==> config.mk <==
export PLATFORM = sky130hd
export DESIGN_NAME = mem_arbiter
export DESIGN_NICKNAME = d
export VERILOG_FILES = /design/src/rtl/mem_arb_pkg.sv /design/src/rtl/rr_pick2.sv /design/src/rtl/mem_arbiter.sv
export SDC_FILE = /design/constraint.sdc
export NUM_CORES = 1
export LEC_CHECK = 0
export CORE_AREA = 2 2 127 117
export CTS_CLUSTER_DIAMETER = 40
export DETAILED_ROUTE_END_ITERATION = 8
export DIE_AREA = 0 0 129 119
export PLACE_DENSITY = 0.75
export SETUP_SLACK_MARGIN = 0.4
export SYNTH_ARGS = -nofsm -noshare
export SYNTH_HDL_FRONTEND = slang
export SYNTH_SLANG_ARGS = --single-unit
==> constraint.sdc <==
create_clock -name clk -period 2.9 [get_ports clk]
set_clock_uncertainty 0.05 [all_clocks]
set_input_delay 0.29 -clock clk [delete_from_list [all_inputs] [get_ports clk]]
set_output_delay 0.29 -clock clk [all_outputs]
set_load 0.02 [all_outputs]
==> src/rtl/mem_arb_pkg.sv <==
// Shared types and constants for the two-requester memory arbiter.
package mem_arb_pkg;

    typedef enum logic [1:0] {
        IDLE   = 2'd0,
        ACCESS = 2'd1,
        DONE   = 2'd2
    } arb_state_t;

    // Requester indices; also used as the 1-bit grant index.
    localparam logic CORE   = 1'b0;
    localparam logic LOADER = 1'b1;

    // Legal memory latency range; the wait counter is 4 bits wide.
    localparam int MEM_LAT_MIN = 1;
    localparam int MEM_LAT_MAX = 15;

endpackage

==> src/rtl/rr_pick2.sv <==
// Combinational two-way round-robin select.
// A lone request wins outright; with both active, the requester that was
// not granted last wins.
module rr_pick2
    import mem_arb_pkg::*;
(
    input  logic [1:0] req,
    input  logic       last_gnt,
    output logic       gnt_valid,
    output logic       gnt_idx
);

    // Pick a winner from the active request bits.
    always_comb begin
        gnt_valid = |req;
        gnt_idx   = CORE;
        if (req == 2'b11) begin
            gnt_idx = ~last_gnt;
        end else if (req[LOADER]) begin
            gnt_idx = LOADER;
        end
    end

endmodule

==> src/rtl/mem_arbiter.sv <==
// Two-requester memory arbiter: core (index 0) and loader/debug (index 1)
// share one memory port with a fixed MEM_LAT-cycle access window.
module mem_arbiter
    import mem_arb_pkg::*;
#(
    parameter int ADDR_W  = 32,
    parameter int DATA_W  = 32,
    parameter int MEM_LAT = 2
) (
    input  logic              clk,
    input  logic              rst,
    input  logic [1:0]        req,
    input  logic [1:0]        we,
    input  logic [ADDR_W-1:0] addr0,
    input  logic [ADDR_W-1:0] addr1,
    input  logic [DATA_W-1:0] wdata0,
    input  logic [DATA_W-1:0] wdata1,
    output logic [1:0]        ack,
    output logic [DATA_W-1:0] rdata,
    output logic              mem_en,
    output logic              mem_we,
    output logic [ADDR_W-1:0] mem_addr,
    output logic [DATA_W-1:0] mem_wdata,
    input  logic [DATA_W-1:0] mem_rdata
);

    // Out-of-range latencies are clamped so the 4-bit counter compare stays valid.
    localparam int LAT = (MEM_LAT < MEM_LAT_MIN) ? MEM_LAT_MIN :
                         (MEM_LAT > MEM_LAT_MAX) ? MEM_LAT_MAX : MEM_LAT;
    localparam logic [3:0] LAST_CNT = 4'(LAT - 1);

    arb_state_t        state_q, state_d;
    logic [3:0]        cnt_q;
    logic              idx_q;
    logic              we_q;
    logic              last_gnt_q;
    logic [ADDR_W-1:0] addr_q;
    logic [DATA_W-1:0] wdata_q;
    logic [DATA_W-1:0] rdata_q;

    logic gnt_valid;
    logic gnt_idx;
    logic start;
    logic last_cyc;

    rr_pick2 u_pick (
        .req       (req),
        .last_gnt  (last_gnt_q),
        .gnt_valid (gnt_valid),
        .gnt_idx   (gnt_idx)
    );

    assign last_cyc = (state_q == ACCESS) && (cnt_q == LAST_CNT);

    // Next-state and memory/ack strobes, all decoded from the current state.
    always_comb begin
        state_d     = state_q;
        start       = 1'b0;
        mem_en      = 1'b0;
        mem_we      = 1'b0;
        ack         = 2'b00;
        case (state_q)
            IDLE: begin
                if (gnt_valid) begin
                    state_d = ACCESS;
                    start   = 1'b1;
                end
            end
            ACCESS: begin
                mem_en = 1'b1;
                mem_we = we_q;
                if (last_cyc) begin
                    state_d = DONE;
                end
            end
            DONE: begin
                ack[CORE]   = (idx_q == CORE);
                ack[LOADER] = (idx_q == LOADER);
                state_d     = IDLE;
            end
            default: state_d = IDLE;
        endcase
    end

    // State register; reset aborts any access in flight.
    always_ff @(posedge clk or posedge rst) begin
        if (rst) begin
            state_q <= IDLE;
        end else begin
            state_q <= state_d;
        end
    end

    // Holding registers, wait counter and round-robin pointer.
    always_ff @(posedge clk or posedge rst) begin
        if (rst) begin
            cnt_q      <= 4'd0;
            idx_q      <= CORE;
            we_q       <= 1'b0;
            addr_q     <= '0;
            wdata_q    <= '0;
            last_gnt_q <= LOADER;
        end else if (start) begin
            cnt_q      <= 4'd0;
            idx_q      <= gnt_idx;
            we_q       <= we[gnt_idx];
            addr_q     <= (gnt_idx == LOADER) ? addr1 : addr0;
            wdata_q    <= (gnt_idx == LOADER) ? wdata1 : wdata0;
            last_gnt_q <= gnt_idx;
        end else if (state_q == ACCESS) begin
            cnt_q <= cnt_q + 4'd1;
        end
    end

    // Read data is captured on the final access edge and held across writes.
    always_ff @(posedge clk or posedge rst) begin
        if (rst) begin
            rdata_q <= '0;
        end else if (last_cyc && !we_q) begin
            rdata_q <= mem_rdata;
        end
    end

    assign mem_addr  = addr_q;
    assign mem_wdata = wdata_q;
    assign rdata     = rdata_q;

endmodule

### Word-level counts from Yosys, hierarchy flattened

Cells that the tools add are included.

* register bits: 105
* word-level logic and storage cells: 41
* input bits: 166

* mux-type cells: 16
* bitwise gates (word level): 2
* $add $sub $neg: 1
* order comparisons: 1
* eq/ne operators: 6
* reductions and logical operators: 7

Operators with widths (count)
* 32-bit two-way mux: 2
* 1-bit two-way mux: 8
* 4-bit two-way mux: 2
* 2-bit two-way mux: 3
* 4-bit by 1-bit adder with 4-bit output (second input constant): 1
* 2-bit == test (second input constant): 2
* 4-bit by 1-bit == test with 1-bit output (second input constant): 1
* 2-bit != test (second input constant): 2
* 2-bit case mux with 2 select lines: 1
* 2-bit by 1-bit == test with 1-bit output (second input constant): 1
* 1-bit logical AND: 2
* 2-bit logical NOT: 1
* 1-bit by 2-bit less-than comparator with 1-bit output (second input constant): 1
* 1-bit inverter: 2
* 2-bit AND reduction: 1
* 2-bit nonzero test: 1
* 2-bit OR reduction: 1
* 1-bit logical NOT: 1

### Longest topological paths before layout

Gate-level depths: netlist (run 1).

* word-level depth: 4
* gate-level depth with buffers: 6
* depth with buffers taken out: 5

### Modules after synthesis

Synthesis (run 1) repeated with hierarchy kept, for this count alone.

* cells, all modules: 394
* area, all modules: 4560.6 um^2

By module, submodules not included
* mem_arbiter: area each 4546.9 um^2, instances 1, cells an instance 392, sequential area each 2628.8 um^2
* rr_pick2: area each 13.8 um^2, instances 1, cells an instance 2, sequential area each 0.0 um^2

### Least setup slack after synthesis (run 1)

OpenSTA, ideal clock, no wires.

* path kind: register to register
* start: reg cnt_q[1]
* end: reg rdata_q[10] (netlist: rdata[10])
* slack: 997 ps
* stages on the path, launching flop included: 7
* buffers on the path: 1
* clock period less this slack: 1903 ps
* arrival: 1729 ps
* path through: dfrtp_1 inv_1 ha_1 or3b_4 nor3_4 buf_6 mux2_2

* longest elaborated chain between the ends: 3

Ends and longest elaborated chain
* start: declaration: line mem_arbiter.sv:33 `logic [3:0] cnt_q;`
* start signal: assignment: line mem_arbiter.sv:111 `cnt_q <= cnt_q + 4'd1;`
* 4-bit by 1-bit == test with 1-bit output: line mem_arbiter.sv:53 `assign last_cyc = (state_q == ACCESS) && (cnt_q == LAST_CNT);`
* 1-bit logical AND: line mem_arbiter.sv:53
* 1-bit logical AND: line mem_arbiter.sv:119 `end else if (last_cyc && !we_q) begin`
* end signal: assignment: line mem_arbiter.sv:120 `rdata_q <= mem_rdata;`
* end: declaration: line mem_arbiter.sv:39 `logic [DATA_W-1:0] rdata_q;`

Every way passes these cells.
A chain may end at the register's enable or synchronous reset.

### Worst setup path in the final report (run 1)

* start: reg state_q[1]
* end: out mem_en

* longest elaborated chain between the ends: 2

Ends and longest elaborated chain
* start: declaration: line mem_arbiter.sv:32 `arb_state_t state_q, state_d;`
* start signal: assignment: line mem_arbiter.sv:90 `state_q <= state_d;`
* 2-bit by 1-bit == test with 1-bit output: line mem_arbiter.sv:62 `case (state_q)`
* 1-bit two-way mux: line mem_arbiter.sv:62
* end: declaration: line mem_arbiter.sv:20 `output logic mem_en,`

Every way passes these cells.

==> results of run 1 <==
-- metal layers --
metal  track usage (%)  up-vias  wire length [µm]
li1                  -     1669                 -
met5                 0        -                 0
met3              5.75       16              1250
met4              5.50        0               228
met1              17.5     1685              4750
met2              29.9      160              6330
-- area by class of cell --
type,instances,share of cell area (%)
Tap cell,198,3.12
Sequential cell,105,33.1
Clock buffer,13,3.15
Clock inverter,3,0.504
Multi-Input combinational cell,192,25.7
Timing Repair Buffer,272,34.2
Inverter,3,0.189
-- flip-flops by register name (all words and copies together) (netlist names) --
name and count:
we_q 1, idx_q 1, rdata 32, state_q 2, mem_addr 32, last_gnt_q 1, mem_wdata 32, cnt_q 4
-- through the flow --
stage	hold WS [ns]	cells	setup slack (ns)	total power, mW
floorplan	0.303	317	0.997	5.07
global placement	0.413	770	0.669	6.95
detailed placement	0.424	770	0.598	7.07
CTS	0.435	786	0.482	8.31
global route	0.466	786	0.564	8.65
finish	0.434	786	0.677	8.19
-- worst register-to-register path, cell delays in order (launching register included) --
cell and delay, ns:
dfrtp_1 0.41, inv_1 0.08, ha_1 0.14, or3b_4 0.41
nor3_4 0.16, buf_4 0.40, mux2_2 0.41
-- synth_stat cells --
library cell,n
nand3b_1,1
mux2_2,160
and2_1,1
nor3_4,1
ha_1,2
nand4_1,1
inv_1,3
xor2_1,1
mux2i_1,1
a31oi_1,1
dfrtp_1,104
mux2_1,2
or3b_4,1
buf_6,8
or2_2,1
nand2_1,3
o2bb2ai_1,1
nor2_1,4
a21bo_2,1
o211ai_1,1
dfstp_2,1
nand2b_1,1
o21ai_0,3
buf_4,4
and3b_1,1
nor3b_1,1
nor2_2,1
a21oi_1,1
o22ai_1,1
buf_2,5
-- worst paths after layout --
check | from | endpoint | slack [ns] | cells after the start
max in group asynchronous | rst | mem_wdata[26] | 1.80 | 3
setup / recovery | state_q[1] | mem_en | 0.68 | 3
min in group asynchronous | rst | rdata[19] | 0.44 | 3
hold reg to reg | cnt_q[3] | cnt_q[3] | 0.43 | 1
hold / removal | cnt_q[3] | cnt_q[3] | 0.43 | 1
setup reg to reg | cnt_q[1] | rdata[10] | 0.74 | 6
-- what timing repair did --
action	CTS	global route
resized for setup	0	1
buffers inserted	0	0
setup endpoints to repair	0	1
hold buffers	0	0
-- cells by family (layout without fill, tap and decap cells) --
group	Yosys count	in the layout	synth area share, %
xor+xnor	1	1	0.182
fa+ha+maj	2	2	0.519
compound gates	9	9	1.22
flops	105	105	54.5
buf+inv	20	291	3.24
simple gates	17	17	2.26
mux	163	163	38.0
-- power groups by stage --
| stage | clock network (mW) | registers [mW] | logic (mW) |
|---|---|---|---|
| after floorplan | 0 | 3.47 | 1.60 |
| after global placement | 0 | 2.62 | 4.33 |
| after detailed placement | 0 | 2.67 | 4.40 |
| after CTS | 1.24 | 2.65 | 4.42 |
| after global routing | 1.30 | 2.74 | 4.61 |
| final | 1.20 | 2.64 | 4.36 |
==> results list, run 1 <==
- Share of cells above drive strength 1: approximately a third
- Gate family responsible for the most delay along the worst path: buffers and inverters
- The floorplan step defined a die boundary enclosing 0.0154 mm².
* FF/Latch Area: 0.00263 mm²
- Maximum resistive drop on vdd: just over 0.0006 V
- Dividing total power by cell area gives a power density of 1030 mW/mm².
- In this run, the clock network consumes between 10% and 20% of the power.
- First-pass detailed-route iteration total: 4
* # diodes: 0
* Per-cell routed wire length: about 16 µm
- Core outline area: 0.0142 mm²
- Post-route DRC violation count: 0
* First-pass GRT wire length: between 15000 and 20000 µm
- For the worst setup path, the data required time is about 2.6 ns.
* Maximum clock rate: ~450 MHz
* Netlist Area Pre-Place: 0.00482 mm²
- The count of final hold-check violations came to 0.
- Die width: around 130 µm
- The detail route stage leaves a number of antenna-violating nets equal to 0.
- Number of global-route vias before repair: slightly below 4000
- TritonCTS built the clock tree.
* Top post-synthesis cells by area: dfrtp_1, mux2_2, buf_6, buf_4, dfstp_2
* Detailed Route WL: around 13000 µm
- GP Congestion: about 0.8
- End-of-flow core utilization: approximately 56%
- STA classifies the critical path startpoint as a register.
- In this run the tool buffered the top-level ports with between 200 and 300 buffer cells.
- For this run, the total global-route usage over all layers was measured as 16.4%.
- Net switching is a little over a third of the power.
- In this run, synthesis produced a sequential element count of about 110.
- Initial cell density of the core: 33.9%
* Number of placement rows: 42
* Class of the tightest hold or removal check: register to register
- Sum of negative setup slack: 0 ns
- The HPWL after detailed placement is approximately 9600 µm.
- Setup violations remaining at the end of the flow were counted as 0.
* Number of antenna violations at the first check in global routing: 0
* Skew-Pair Late Insertion Delay: 0.34 ns
- In the layout the commonest cells are clkdlybuf4s50_1, mux2_2, dfrtp_1.
- Height of the die: between 100 and 150 µm
- Maximum cell stage delay along the critical path: between 0.6 and 0.7 ns
* Most common cell after layout, fill and taps aside: clkdlybuf4s50_1
- Vias: ~3500
- Post-Synthesis Net Count: just under 500
- Walking the worst path, the cells encountered are nand2b_1 > inv_1 > clkdlybuf4s50_1.
- Clock transition at the register clock pins on the worst setup and hold paths after CTS: 0.07 ns
* Count of warnings emitted by yosys: 0
- In this run the cell area measured after placement is around 0.0076 mm².
- Area of the multi-input gates: between 0.002 and 0.0025 mm²
- Area leader, netlist: dfrtp_1
* GRT Residual Overflow: 0
* Pins Over Slew Limit: 0
* Layout overhead on the synthesized area: 64.8%
- Vias per std cell: between 4 and 5
* Fin crit share: roughly 77%
* Worst slew slack as a fraction of its limit: roughly 50%
- Crit-path max FO: 7
* Tmin final: around 2.2 ns
- Capturing element type of the critical path: output pin
* Slowest cell on the critical path: clkdlybuf4s50_1
- The share of synthesized area in the top cell type comes to a little over half.
* Max clock buf depth: 2
- Gate Count Post-Synth: 317
- Net Sw Power: between 2 and 3 mW
* Status: finished clean
- Number of different library cells in the post-synthesis netlist: 30
- Comb power frac: between 50 and 60%
- Number of fillers in the final layout: about 1200
* Final net count: around 750
- The internal portion of the total power is 5.32 mW.
- Maxcap violations: 0
- Setup repair after global routing left no endpoint under its margin.
- Root buffer cell: clkbuf_16
- Transition at the pin with the smallest max-transition slack: 0.745 ns
- Register area share after synthesis: a little over half
- Entering global routing, the biggest net connects 59 pins.
* Arr. time, crit path: about 1.9 ns
- Layout Cell Area excl Fill: about 0.0079 mm²
* Critical path start-end classification: register to output pin
- Worst path buffer plus inverter count: 2
- Averaged over all synthesized cells, the footprint is approximately 15 µm².
- CTS Sinks: 105
- In this run the static leakage power is between 3 and 4 nW.
- Num ports: 266
* Part of the total power dissipated in sequential elements: 32.2%
- Counting the buffers created by CTS gives 9.
- In this run the number of H-tree levels came out at 3.
- Detailed Route Iter0 Violations: roughly 140
Note: power is estimated with default switching activity, not from simulation.
==> run 2, diff against run 1 <==
==> constraint.sdc (replaced) <==
create_clock -name clk -period 1.95 [get_ports clk]
set_clock_uncertainty 0.05 [all_clocks]
set_input_delay 0.195 -clock clk [delete_from_list [all_inputs] [get_ports clk]]
set_output_delay 0.195 -clock clk [all_outputs]
set_load 0.02 [all_outputs]
==> results list, run 2 (synthesis gave the netlist of run 1 again) <==
* Number of placement rows: 42 (unchanged)
- Capturing element type of the critical path: register
- Final WS setup: -0.0106 ns (-0.688 ns)
- The largest voltage drop on the vdd net is 0.000928 V (+51%).
* Num ports: 266 (unchanged)
* Static Leak: 4.35 nW (+35%)
- Antenna Nets Post-Route: 0 (unchanged)
- GP Congestion: 0.758 (-5.6%)
* Detailed Route Iter0 Violations: 150 (+4.9%)
- Pins Over Slew Limit: 0 (unchanged)
- The half-perimeter wire length of the detailed placement result is 10200 µm (+5.8%).
- The number of nets in the final layout was 791 (+5.3%).
* GRT Residual Overflow: 0 (unchanged)
- The proportion of layout cells with a drive suffix above 1 is 38.4% (+6.6 points).
- Number of cells in the design after placement: 777 (+0.91%)
* CP required: 2.14 ns (-0.42 ns)
- STA classifies the critical path startpoint as a register.
- Global router's overall resource usage: 20.6% (+4.3 points)
* Worst slew slack as a fraction of its limit: 69.5% (+19 points)
- The number of antenna violations at the first check in global routing came to 0 (unchanged).
- Cts-stage hold buffer count: 0 (unchanged)
- Critical path start-end classification: register to register
- The actual slew at the worst max-slew pin was 0.456 ns (-0.289 ns).
* Number of global-route vias before repair: 4434 (+12%)
* Arr. time, crit path: 2.15 ns (+0.27 ns)
* Max clock buf depth: 2 (unchanged)
- The top cell types in the final layout, fill and taps aside, are clkdlybuf4s50_1, mux2_4, dfrtp_1.
- The tightest min-delay check is of the input port to async pin type.
- Setup repair after global routing missed its margin: true
* Sum of negative setup slack: -0.0301 ns (-0.0301 ns)
* Skew-Pair Late Insertion Delay: 0.36 ns (+0.02 ns)
* Area of the multi-input gates: 0.00262 mm² (+28%)
- The number of DRC violations after detailed routing was 0 (unchanged).
* Root buffer cell: clkbuf_16
- The overall power after layout came to 13.8 mW (+69%).
- Worst reg2reg startpoint: cnt_q[1]
- The die boundary width was 129 µm (unchanged).
- TritonCTS built the clock tree.
- Worst reg2reg setup slack: -0.01 ns (-0.75 ns)
* Final hold violation count: 0 (unchanged)
- The vertical extent of the die was 119 µm (unchanged).
* Largest net degree at the start of global routing: 49 (-17%)
* Violated checks: negative setup slack
- The number of optimization iterations in the first detailed-route pass was 4 (unchanged).
- The overall die area is 0.0154 mm² (unchanged).
* Maximum clock rate: slightly above 500 MHz
* P per Cell Area: 1500 mW/mm² (+45%)
- The number of H-tree levels came to 3 (unchanged).
* Launching instance or port of the critical path: cnt_q[1]
* Crit-path max FO: 16 (+9)
* End-of-flow core utilization: 64.8% (+9.0 points)
* First-pass GRT wire length: 24200 µm (+23%)
* Maxcap violations: 0 (unchanged)
- CTS Sinks: 105 (unchanged)
- The starting density of the core came to 33.9% (unchanged).
- The register area was 0.00263 mm² (about the same).
- The final setup violation count is 7 (+7).
- The area inside the core boundary was 0.0142 mm² (unchanged).
- Filler-free cell count of the finished design: 826 (+5.1%)
- The count of input and output buffers is 265 (unchanged).
- The number of antenna cells inserted is 0 (unchanged).
- Vias per std cell: 4.75 (+5.7%)
- The filler cell count came to 1073 (-11%).
- Clock transition at the register clock pins on the worst setup and hold paths after CTS: 0.08 ns (about the same)
* Per-cell routed wire length: 18.8 µm (+18%)
- The overall routed net length was 15500 µm (+24%).
- Vias: 3921 (+11%)
- Status: finished, violations left
- Leaving out fill and tap cells, the most frequent cell in the layout is clkdlybuf4s50_1.
- The number of CTS-inserted buffers was 9 (unchanged).
* Tmin final: about 2.0 ns
- Fin crit share: 101%
* Layout overhead on the synthesized area: 91.4%
[run 2: metrics by stage]
| stage | instance area (µm²) | setup slack (ns) | hold slack, ns |
|---|---|---|---|
| 3_3_place_gp | 8120 | 0.00171 | 0.409 |
| 3_5_place_dp | 8120 | -0.0503 | 0.436 |
| 6_report | 9230 | -0.0106 | 0.151 |
| 5_1_grt | 9230 | -0.0521 | 0.169 |
| 4_1_cts | 9090 | -0.0103 | 0.147 |
| 2_1_floorplan | 5170 | 0.0466 | 0.208 |
[run 2: per-layer routing]
metal | global-route usage, % | wire length, µm | vias up
met3 | 7.05 | 1300 | 35
met2 | 35.5 | 7930 | 188
met5 | 0 | 0 | -
li1 | - | - | 1748
met4 | 6.79 | 421 | 0
met1 | 24.0 | 5890 | 1950
[run 2: layout make-up]
cell class	instances	share of cell area [%]
inverter	3	0.190
timing repair buffer	312	36.8
clock inverter	7	0.935
clock buffer	9	2.44
multi-input combinational	192	28.4
tap	198	2.68
sequential	105	28.5
[run 2: final timing paths]
path,cells after the start,endpoint
worst max-delay path,7,rdata[23]
worst min-delay path,2,mem_wdata[20]
worst max register to register,7,rdata[23]
worst min register to register,1,rdata[6]
max in group asynchronous,3,mem_wdata[30]
min in group clk,2,rdata[14]
[run 2: power by group]
part           total [mW]  switching (mW)  internal (mW)
sequential           3.95           0.633           3.31
clock                1.92           0.898           1.02
combinational        7.98            3.48           4.50
total                13.8            5.01           8.84
[run 2: repair_timing]
action | in CTS | in global routing
cloned | 11 | 2
endpoints found under the setup margin | 197 | 100
pin swaps | 4 | 1
buffers inserted | 17 | 3
gates resized for setup | 206 | 12
hold endpoints to repair | 0 | 0
[run 2: worst max-delay path, cell delays in order (launching register included)]
cell     delay, ns
dfrtp_1       0.38
inv_1         0.06
ha_1          0.13
or3b_4        0.40
nor3_4        0.17
buf_12        0.15
buf_12        0.15
mux2_2        0.35
==> run 3, diff against run 2 <==
--- a/config.mk
+++ b/config.mk
@@ -9,8 +9,11 @@
 export CTS_CLUSTER_DIAMETER = 40
 export DETAILED_ROUTE_END_ITERATION = 8
 export DIE_AREA = 0 0 129 119
+export GPL_TIMING_DRIVEN = 0
+export MAX_ROUTING_LAYER = met4
 export PLACE_DENSITY = 0.75
 export SETUP_SLACK_MARGIN = 0.4
+export SKIP_CTS_REPAIR_TIMING = 1
 export SYNTH_ARGS = -nofsm -noshare
 export SYNTH_HDL_FRONTEND = slang
 export SYNTH_SLANG_ARGS = --single-unit
==> results list, run 3 (synthesis gave the netlist of run 1 again) <==
- Pins Over Slew Limit: 0 (unchanged)
- Comb power frac: 57.7% (about the same)
- Root buffer cell: clkbuf_16
- The actual slew at the worst max-slew pin is 0.297 ns (-0.160 ns).
- The number of CTS-inserted buffers came to 9 (unchanged).
- Detailed Route Iter0 Violations: 48 (-68%)
* GRT Residual Overflow: 0 (unchanged)
* Routing usage on met1: 19.2% (-4.9 points)
- Category of the worst setup path launch point: register
* Number of placement rows: 42 (unchanged)
- The depth of the worst register-to-register path came to 7 (unchanged).
* # diodes: 0 (unchanged)
- Fraction of power spent switching nets: 35.1% (-1.1 points)
* Number of buffers inserted by port buffering: 265 (unchanged)
- CTS Sinks: 105 (unchanged)
- STA classifies the critical path endpoint as a register.
- Share of cells above drive strength 1: 37.6% (-0.78 points)
- The worst hold slack came to 0.0705 ns (-0.0808 ns).
* Status: finished, violations left
* Violated checks: negative setup slack
* Net Sw Power: 4.86 mW (-3.0%)
- Critical path start-end classification: register to register
- Layout Cell Area excl Fill: 0.00936 mm² (+1.4%)
* Clock power frac: 13.8% (about the same)
- Highest-utilization routing layer at the global route stage: met2
* Dpl hpwl: 10400 µm (+2.6%)
* Class of the tightest hold or removal check: input port to async pin
* CP required: 2.14 ns (about the same)
- The power density normalized to cell area is 1480 mW/mm² (-1.4%).
- Final net count: 788 (-0.38%)
- Crit-path max FO: 10 (-6)
- Most frequent cells in the layout: clkdlybuf4s50_1, mux2_4, dfrtp_1
- Maximum clock rate: 495 MHz (-2.9%)
* Setup repair after global routing missed its margin: true
- First-pass detailed-route iteration total: 4 (unchanged)
- Num ports: 266 (unchanged)
- TritonCTS built the clock tree.
* End-of-flow core utilization: 65.7% (+0.91 points)
- The number of antenna violations at the first check in global routing is 0 (unchanged).
- The fraction of met2 tracks used by global routing was 31.5% (-4.0 points).
- Antenna Nets Post-Route: 0 (unchanged)
- Sum of negative setup slack: -1.63 ns (-1.60 ns)
- Per-cell routed wire length: 18.3 µm (-2.6%)
- Skew-Pair Late Insertion Delay: 0.35 ns (about the same)
- Detailed Route WL: 15100 µm (-3.0%)
* Static Leak: 5.04 nW (+16%)
* Die width: 129 µm (unchanged)
- Total die area: 0.0154 mm² (unchanged)
* First-pass GRT wire length: 20700 µm (-14%)
* Clock transition at the register clock pins on the worst setup and hold paths after CTS: 0.08 ns (about the same)
- The vertical extent of the die came to 119 µm (unchanged).
* Number of global-route vias before repair: 4022 (-9.3%)
- Final hold violation count: 0 (unchanged)
* Global router's overall resource usage: 18.0% (-2.6 points)
* Largest net degree at the start of global routing: 43 (-12%)
- The largest voltage drop on the vdd net is 0.000826 V (-11%).
- The design internal power is 8.99 mW (+1.7%).
- The area inside the core boundary is 0.0142 mm² (unchanged).
* Final WS setup: -0.0687 ns (-0.0581 ns)
- Vias: 3837 (-2.1%)
* Tmin final: 2.02 ns (+0.0581 ns)
- Fin crit share: 104% (+3.0 points)
* Met3 track demand over resource: 6.42% (-0.63 points)
- Worst slew slack as a fraction of its limit: 80.1% (+11 points)
* Placed cell area: 0.00813 mm² (+0.22%)
- The sequential fraction of design power was 28.5% (about the same).
* Maxcap violations: 0 (unchanged)
- Post-route DRC violation count: 0 (unchanged)
- Final setup violation count: 32 (+25)
- The final weighted congestion in routability-driven placement is 0.737 (-2.8%).
* Layout overhead on the synthesized area: 94.1%
- The ratio of routed vias to standard cells was 4.66 (-1.8%).
- The starting density of the core is 33.9% (unchanged).
* Arr. time, crit path: 2.21 ns (+0.06 ns)
- Most common cell after layout, fill and taps aside: clkdlybuf4s50_1
- The number of H-tree levels is 3 (unchanged).
- The maximum count of clock buffers along a single path was 2 (unchanged).
==> run 3: path summary, 6_finish.rpt <==
check                             end         start  slack (ns)
setup / recovery            rdata[19]      cnt_q[1]       -0.07
hold reg to reg              cnt_q[3]      cnt_q[3]        0.44
min in group clk             rdata[7]  mem_rdata[7]        0.40
setup reg to reg            rdata[19]      cnt_q[1]       -0.07
max in group asynchronous  last_gnt_q           rst        1.06
hold / removal              rdata[14]           rst        0.07
==> run 3: routing by layer <==
layer  up-vias  share of wire (%)
li1       1754                  -
met1      1889                 39
met2       171                 52
met3        23                7.6
met4         0                1.2
met5         -                  0
==> run 3: final cells by class <==
class                      count  area (µm²)
sequential                   105        2630
clock inverter                 7        87.6
clock buffer                   9         225
fill                        1056        4880
tap                          198         248
multi-input combinational    192        2570
buffer                        17         284
inverter                       3        17.5
timing repair buffer         292        3290
==> run 3: through the flow <==
step           std cells  power, mW  setup WS [ns]
6_report             823       13.8        -0.0687
3_5_place_dp         783       11.2         -0.181
5_1_grt              823       14.5         -0.144
4_1_cts              799       13.2         -0.325
2_1_floorplan        317       8.10         0.0466
3_3_place_gp         780       11.1         -0.606
==> run 3: power groups by stage <==
stage,Sequential [mW],Combinational (mW),Clock [mW]
2_1_floorplan,5.18,2.92,0
3_3_place_gp,3.92,7.13,0
3_5_place_dp,3.98,7.26,0
4_1_cts,3.96,7.28,1.97
5_1_grt,4.09,8.40,2.05
6_report,3.95,7.99,1.90
==> run 3: critical path, cell delays in order (launching register included) <==
cell and delay [ns]:
dfrtp_1 0.42, inv_1 0.08, ha_1 0.12, or3b_4 0.39, nor3_4 0.22, buf_12 0.15, buf_12 0.13, mux2_2 0.34
